### src/rtl/lfsr_offset_search.sv
// lfsr_offset_search: drives an external free-running lfsr stage and measures
// how many shifts separate a known seed from a captured target word.
// The lfsr has no reset of its own, so this block sequences its enable:
// a short flush after reset, a two-cycle arm while the lfsr loads the seed,
// a search that compares every produced word, and a two-cycle drain.
`timescale 1ns/1ps
module lfsr_offset_search #(
  parameter int WIDTH = 17
) (
  input  logic             clk_72MHz,
  input  logic             reset,
  input  logic             start,
  input  logic [WIDTH-1:0] polynomial_in,
  input  logic [WIDTH-1:0] seed_in,
  input  logic [WIDTH-1:0] target_in,
  input  logic [WIDTH-1:0] max_iterations,
  output logic [WIDTH-1:0] lfsr_polynomial,
  output logic [WIDTH-1:0] lfsr_start_data,
  output logic             lfsr_enable,
  input  logic [WIDTH-1:0] lfsr_value,
  input  logic [WIDTH-1:0] lfsr_iteration_number,
  output logic             busy,
  output logic             done,
  output logic             found,
  output logic [WIDTH-1:0] offset
);

  typedef enum logic [2:0] {
    ST_FLUSH,
    ST_IDLE,
    ST_ARM,
    ST_SEARCH,
    ST_DRAIN
  } state_t;

  state_t           state_q;
  logic             cnt_q;          // second-cycle flag for FLUSH / ARM / DRAIN
  logic [WIDTH-1:0] target_q;
  logic [WIDTH-1:0] max_q;
  logic [WIDTH-1:0] poly_q;
  logic [WIDTH-1:0] seed_q;
  logic             enable_q;
  logic             busy_q;
  logic             done_q;
  logic             found_q;
  logic [WIDTH-1:0] offset_q;

  // Compare results for the current lfsr word; a match takes priority over the limit.
  logic match_d;
  logic limit_d;

  assign match_d = (lfsr_value == target_q);
  assign limit_d = (lfsr_iteration_number == max_q);

  // Search sequencer: all outputs are registered here.
  always_ff @(posedge clk_72MHz) begin
    if (reset) begin
      state_q  <= ST_FLUSH;
      cnt_q    <= 1'b0;
      target_q <= '0;
      max_q    <= '0;
      poly_q   <= '0;
      seed_q   <= '0;
      enable_q <= 1'b0;
      busy_q   <= 1'b1;
      done_q   <= 1'b0;
      found_q  <= 1'b0;
      offset_q <= '0;
    end else begin
      done_q <= 1'b0;
      case (state_q)
        ST_FLUSH: begin
          // Enable held low so the lfsr falls back to its idle state.
          enable_q <= 1'b0;
          if (cnt_q) begin
            cnt_q   <= 1'b0;
            busy_q  <= 1'b0;
            state_q <= ST_IDLE;
          end else begin
            cnt_q <= 1'b1;
          end
        end
        ST_IDLE: begin
          if (start) begin
            poly_q   <= polynomial_in;
            seed_q   <= seed_in;
            target_q <= target_in;
            max_q    <= max_iterations;
            enable_q <= 1'b1;
            busy_q   <= 1'b1;
            found_q  <= 1'b0;
            cnt_q    <= 1'b0;
            state_q  <= ST_ARM;
          end
        end
        ST_ARM: begin
          // lfsr goes IDLE->LOAD->ITERATE; its outputs are not valid yet.
          if (cnt_q) begin
            cnt_q   <= 1'b0;
            state_q <= ST_SEARCH;
          end else begin
            cnt_q <= 1'b1;
          end
        end
        ST_SEARCH: begin
          if (match_d) begin
            found_q  <= 1'b1;
            offset_q <= lfsr_iteration_number;
            enable_q <= 1'b0;
            state_q  <= ST_DRAIN;
          end else if (limit_d) begin
            found_q  <= 1'b0;
            offset_q <= max_q;
            enable_q <= 1'b0;
            state_q  <= ST_DRAIN;
          end
        end
        ST_DRAIN: begin
          // Let the lfsr observe the low enable and return to idle before reporting.
          if (cnt_q) begin
            cnt_q   <= 1'b0;
            busy_q  <= 1'b0;
            done_q  <= 1'b1;
            state_q <= ST_IDLE;
          end else begin
            cnt_q <= 1'b1;
          end
        end
        default: begin
          cnt_q    <= 1'b0;
          enable_q <= 1'b0;
          busy_q   <= 1'b1;
          state_q  <= ST_FLUSH;
        end
      endcase
    end
  end

  assign lfsr_polynomial = poly_q;
  assign lfsr_start_data = seed_q;
  assign lfsr_enable     = enable_q;
  assign busy            = busy_q;
  assign done            = done_q;
  assign found           = found_q;
  assign offset          = offset_q;

endmodule

### config.mk
export PLATFORM = sky130hd
export DESIGN_NAME = lfsr_offset_search
export DESIGN_NICKNAME = d
export VERILOG_FILES = /design/src/rtl/lfsr_offset_search.sv
export SDC_FILE = /design/constraint.sdc
export NUM_CORES = 1
export LEC_CHECK = 0
export BUFFER_PORTS_ARGS = -buffer_cell sky130_fd_sc_hd__buf_2
export CORE_MARGIN = 3
export CORE_UTILIZATION = 50
export DETAILED_ROUTE_END_ITERATION = 10
export PLACE_DENSITY = 0.93
export SLEW_MARGIN = 20
export SYNTH_ARGS = -nofsm -noshare
export SYNTH_HDL_FRONTEND = slang
export SYNTH_SLANG_ARGS = --single-unit
### constraint.sdc
create_clock -name clk_72MHz -period 3 [get_ports clk_72MHz]
set_input_delay 0.3 -clock clk_72MHz [delete_from_list [all_inputs] [get_ports clk_72MHz]]
set_output_delay 0.3 -clock clk_72MHz [all_outputs]
set_load 0.01 [all_outputs]
# Yosys cells after proc, flatten, opt, wreduce, memory -nomap -nowiden
# Index checks and enable logic that the tools add are counted.
# word_totals
regBits,93
output_inout_bits,55
word_cells,60
# op_classes
n_reduce_logical,15
eq_ne,10
muxes,20
n_bitwise,4
# op_table
op,n
$eq 17x17->1,2
$mux 17,2
$mux 3,5
$pmux 3 s4,1
$pmux 1 s3,3
$reduce_and 3->1,3
$mux 1,8
$reduce_or 2->1,4
$eq 3x2->1 const B,2
$reduce_and 2->1,3
$ne 2x2->1 const B,2
$not 1->1,4
$reduce_and 4->1,1
$reduce_bool 2->1,2
$eq 3x1->1 const B,1
$eq 3x3->1 const B,1
$logic_not 3->1,1
$ne 3x3->1 const B,1
$reduce_or 3->1,1
$ne 2x1->1 const B,1
$pmux 1 s2,1

# Depth between registers and ports, before layout
# logic_depth
word_depth,4
ltp_mapped,8
mapped_depth_nobuf,6

# Worst setup path after synthesis
# Ideal clock, no wire load.
# synth_path
kind,reg2reg
from,register max_q[12]
to,register offset_q[10] (netlist: offset[10])
path_buffers,1
path_stages_with_launch,8
t_required_ns,2.881
slack_ns,1.448
arrival_ns,1.433
path_cell_list,dfxtp_1 > xnor2_1 > nand4_1 > nor3_2 > and3_4 > nand2_4 > buf_6 > o221a_1
# synth_between
elab_chain_cells,3
# synth_lines
element,line_no,rtl
"start, declared",39,logic [WIDTH-1:0] max_q;
"start signal, assigned",88,max_q <= max_iterations;
$eq 17x17->1,53,assign limit_d = (lfsr_iteration_number == max_q);
$reduce_bool 2->1 (no line),n/a,
$reduce_and 2->1 (no line),n/a,
"end signal, assigned",108,offset_q <= lfsr_iteration_number;
"end signal, assigned",113,offset_q <= max_q;
"end, declared",46,logic [WIDTH-1:0] offset_q;
# No other way between the ends.
# A chain may end at the register's enable or synchronous reset.

# Worst setup path after layout
# layout_path
from,register state_q[1]
to,register seed_q[4] (netlist: lfsr_start_data[4])
# layout_between
elab_chain_cells,2
# layout_lines
element,line_no,rtl
"start, declared",36,state_t state_q;
"start signal, assigned",58,state_q <= ST_FLUSH;
"start signal, assigned",78,state_q <= ST_IDLE;
"start signal, assigned",93,state_q <= ST_ARM;
$eq 3x1->1,71,case (state_q)
$reduce_and 2->1 (no line),n/a,
"end signal, assigned",86,seed_q <= seed_in;
"end, declared",41,logic [WIDTH-1:0] seed_q;
# No other way between the ends.

==> results list <==
* CP Capture Type: register
- Sum of net half-perimeters after detailed placement: 7280 µm
* Syn Nets: 576
- GRT Residual Overflow: 0
- TritonCTS built the clock tree.
- Core region area: 0.00737 mm²
- For this run, the register share of the synthesized area comes to 0.482.
- Max stage delay on crit path: 0.52 ns
* Share of cells above drive strength 1: 0.316
* Initial antenna violation count: 0
- For this run, the post-layout net count is 721.
- Yosys mapped a number of flops with a built-in enable equal to 0.
- Relative to the synthesized area, the layout overhead comes to 26.4%.
* Final weighted congestion of routability-driven global placement: 0.796
- The setup path with the least slack is of type register to register.
* Root cell of the clock tree: sky130_fd_sc_hd__clkbuf_8
- Vias in the first global route: 3452
- In the routed design, unresolved DRC markers number 0.
- Ys Warns: 0
* Final worst clock skew: 0.0114 ns
* Startpoint class of the critical path: register
* Hold-critical path depth: 3
- Counting flops with an async set or reset pin after synthesis yields a share of 0.
- # resized after CTS: 0
- Worst-Margin Slew: 0.747 ns
- Synthesis handed over a netlist of 471 instances.
- The run finished with clean final reports.
* Clock insertion delay at the later pin of the skew report: 0.35 ns
* Number of max-cap violations: 0
- For this run, the total global-route usage over all layers was measured as 0.220.
* Area used by multi-input combinational logic: 0.00179 mm²
* Slew headroom: 0.502
* Setup TNS: 0 ns
- No sink is reached through more buffers than the 2 on the longest clock path.
* Seq pwr share: 0.544
- Cells along the critical path: nand3b_1, nand2b_2, buf_4, nand2_1, a21oi_1
* Routed wire length per instance: 14.0 µm
- Among all stages on the critical path, the largest delay is contributed by sky130_fd_sc_hd__dfxtp_1.
- Post-synthesis register bit count: 93
- Remaining number of nets flagged by the antenna check after routing: 0
* Count of H-tree levels built during CTS: 3
- The mapped netlist covers 0.00386 mm².
- For this run, the detailed router's first-pass iteration total came to 5.
* Total wirelength of the detailed-routed design: 10100 µm
* Worst r2r dst: lfsr_start_data[4]
* Final hold violation count: 0
- Signal arrival time at the worst endpoint: 2.34 ns
- From left edge to right edge, the die measures 93.9 µm.
- Worst reg2reg path depth: 5
- Entering global routing, the biggest net connects 58 pins.
- Tracing the worst setup path back leads to its startpoint at state_q[1].
* Required time of the critical path: 3.28 ns
* Post-CTS Hold Buffers: 0
- After layout, the design draws a total of 2.44 mW.
* Static leakage: 2.01 nW
- Buffers added to address setup during post-CTS repair amount to 0.
- Worst Hold Class: input port to register
- For this run, the leading register cell type out of synthesis is sky130_fd_sc_hd__dfxtp_1.
- Internal power of the cells: 1.78 mW
- Static timing analysis puts the maximum clock frequency at 485 MHz.
- Net Sw Power: 660 µW
* Largest fanout on the critical path: 30
* Maximum ir drop on the vdd rail: 0.244 mV
- In the finished design, the share of the clock period the worst path needs comes to 0.688.
- The first global-routing pass estimated 15500 µm of wire.
- Initial Utilization: 0.524
- Buffers placed on the I/O ports in this run total 159.
- Diodes inserted: 0
* Vias: 3745
- In this run the critical register-to-register path is launched from state_q[1].
- The die covers 0.00881 mm².
- Using the TritonRoute via totals, the vias-per-cell ratio works out to 5.20.
* CTS clk-pin slew, worst paths: 0.10 ns
- Mean Syn Cell Area: 8.19 µm²
- Of the total power, the share spent switching nets is 0.270.
* Cts bufs inserted: 9
* Unrepaired setup endpoints after global routing: no
* Number of filler instances in the final layout: 589
* Clock period minus worst slack: 2.06 ns
- The floorplan has 31 rows.
- In this run the most critical hold path is launched from max_iterations[11].
- For hold timing, the worst endpoint is max_q[11].
- The die is 93.9 µm tall.
* Reg area: 0.00186 mm²
* # clock sinks: 93
* Count of unique library cells instantiated by Yosys: 37
- Across all register-to-register paths, the minimum setup slack is 0.94 ns.
- Relative contribution of combinational cells to total power: 0.134
- Setup violations remaining at the end of the flow were counted as 0.
* Count of final max-slew check failures: 0
- The first routing iteration left 228 violations.
- Power spread over the standard cell area amounts to 501 mW/mm².
* Number of ports placed on the die boundary: 160
- Final hold analysis gives a worst-case slack of 0.177 ns.
- Clock share of power: 0.322
==> cell usage in the layout, fill, tap and decap left out, types with 7 or more instances in the layout <==
cell and count:
sky130_fd_sc_hd__a21oi_1 75, sky130_fd_sc_hd__buf_2 159, sky130_fd_sc_hd__clkbuf_8 11, sky130_fd_sc_hd__dfxtp_1 93, sky130_fd_sc_hd__inv_1 18, sky130_fd_sc_hd__nand2_1 143, sky130_fd_sc_hd__o21ai_0 20, sky130_fd_sc_hd__o221a_1 10
sky130_fd_sc_hd__o221a_2 7, sky130_fd_sc_hd__xnor2_1 32
==> final cells by class <==
cell class | count | area share
sequential | 93 | 0.382
inverter | 19 | 0.0146
timing repair buffer | 164 | 0.173
clock inverter | 4 | 0.00641
multi-input combinational | 329 | 0.367
tap | 99 | 0.0254
clock buffer | 12 | 0.0318
==> power by group through the flow <==
stage / Combinational [mW] / Clock [mW] / Sequential (mW)
after CTS: 0.329 / 0.801 / 1.33
after global placement: 0.317 / 0 / 1.35
after global routing: 0.366 / 0.839 / 1.34
after floorplan: 0.182 / 0 / 1.36
final: 0.328 / 0.786 / 1.33
after detailed placement: 0.328 / 0 / 1.36
==> how the worst max path moves through the flow <==
stage / end / slack [ns] / cells after the start
floorplan: offset[10] / 1.45 / 7
global placement: lfsr_start_data[14] / 1.06 / 5
detailed placement: offset[8] / 0.95 / 6
CTS: max_q[6] / 0.94 / 5
global route: lfsr_polynomial[9] / 0.70 / 5
finish: lfsr_start_data[4] / 0.94 / 5
==> worst max-delay path: cells and delay by family, from the launching register on <==
family          cells  cell delay, ns
compound gates      1            0.15
simple gates        3            0.90
buf+inv             1            0.40
flops               1            0.52
==> kinds of logic after synthesis <==
| kind of cell | share of synthesized area |
|---|---|
| AND/OR/NAND/NOR | 0.194 |
| AO/OA/AOI/OAI | 0.188 |
| flip-flops | 0.482 |
| buffers and inverters | 0.0561 |
| XOR/XNOR | 0.0794 |
==> Yosys cell counts, types with 3 or more instances <==
library cell,instances,share of area
sky130_fd_sc_hd__o21ai_0,20,0.026
sky130_fd_sc_hd__nand3_1,3,0.0039
sky130_fd_sc_hd__xnor2_1,32,0.073
sky130_fd_sc_hd__dfxtp_1,93,0.48
sky130_fd_sc_hd__o221a_1,10,0.029
sky130_fd_sc_hd__nand4_1,6,0.0097
sky130_fd_sc_hd__a21oi_1,75,0.097
sky130_fd_sc_hd__nand3b_1,3,0.0058
sky130_fd_sc_hd__nand2_1,143,0.14
sky130_fd_sc_hd__buf_2,11,0.014
sky130_fd_sc_hd__nor2_1,6,0.0058
sky130_fd_sc_hd__clkbuf_1,15,0.015
sky130_fd_sc_hd__xor2_1,3,0.0068
sky130_fd_sc_hd__inv_1,18,0.018
sky130_fd_sc_hd__o221a_2,7,0.020
==> registers in the layout, indices dropped and copies added, names as in the netlist <==
name	cells
found	1
offset	17
max_q	17
busy	1
lfsr_enable	1
lfsr_polynomial	17
target_q	17
done	1
cnt_q	1
state_q	3
lfsr_start_data	17
==> routing by layer <==
layer | part of all wire | wire [µm] | track usage
met3 | 0.072 | 728 | 0.0409
met2 | 0.49 | 4950 | 0.372
met5 | 0 | 0 | 0
met4 | 0.019 | 192 | 0.0963
met1 | 0.42 | 4210 | 0.271
==> per-stage QoR <==
stage	util	cell area [µm²]	std cells	worst slack, ns
after floorplan	-	3860	471	1.45
after global placement	0.637	4690	704	1.06
after detailed placement	0.637	4690	704	0.947
after CTS	0.662	4880	720	0.941
after global routing	0.662	4880	720	0.695
final	0.662	4880	720	0.936
Note: power is estimated with default switching activity, not from simulation.
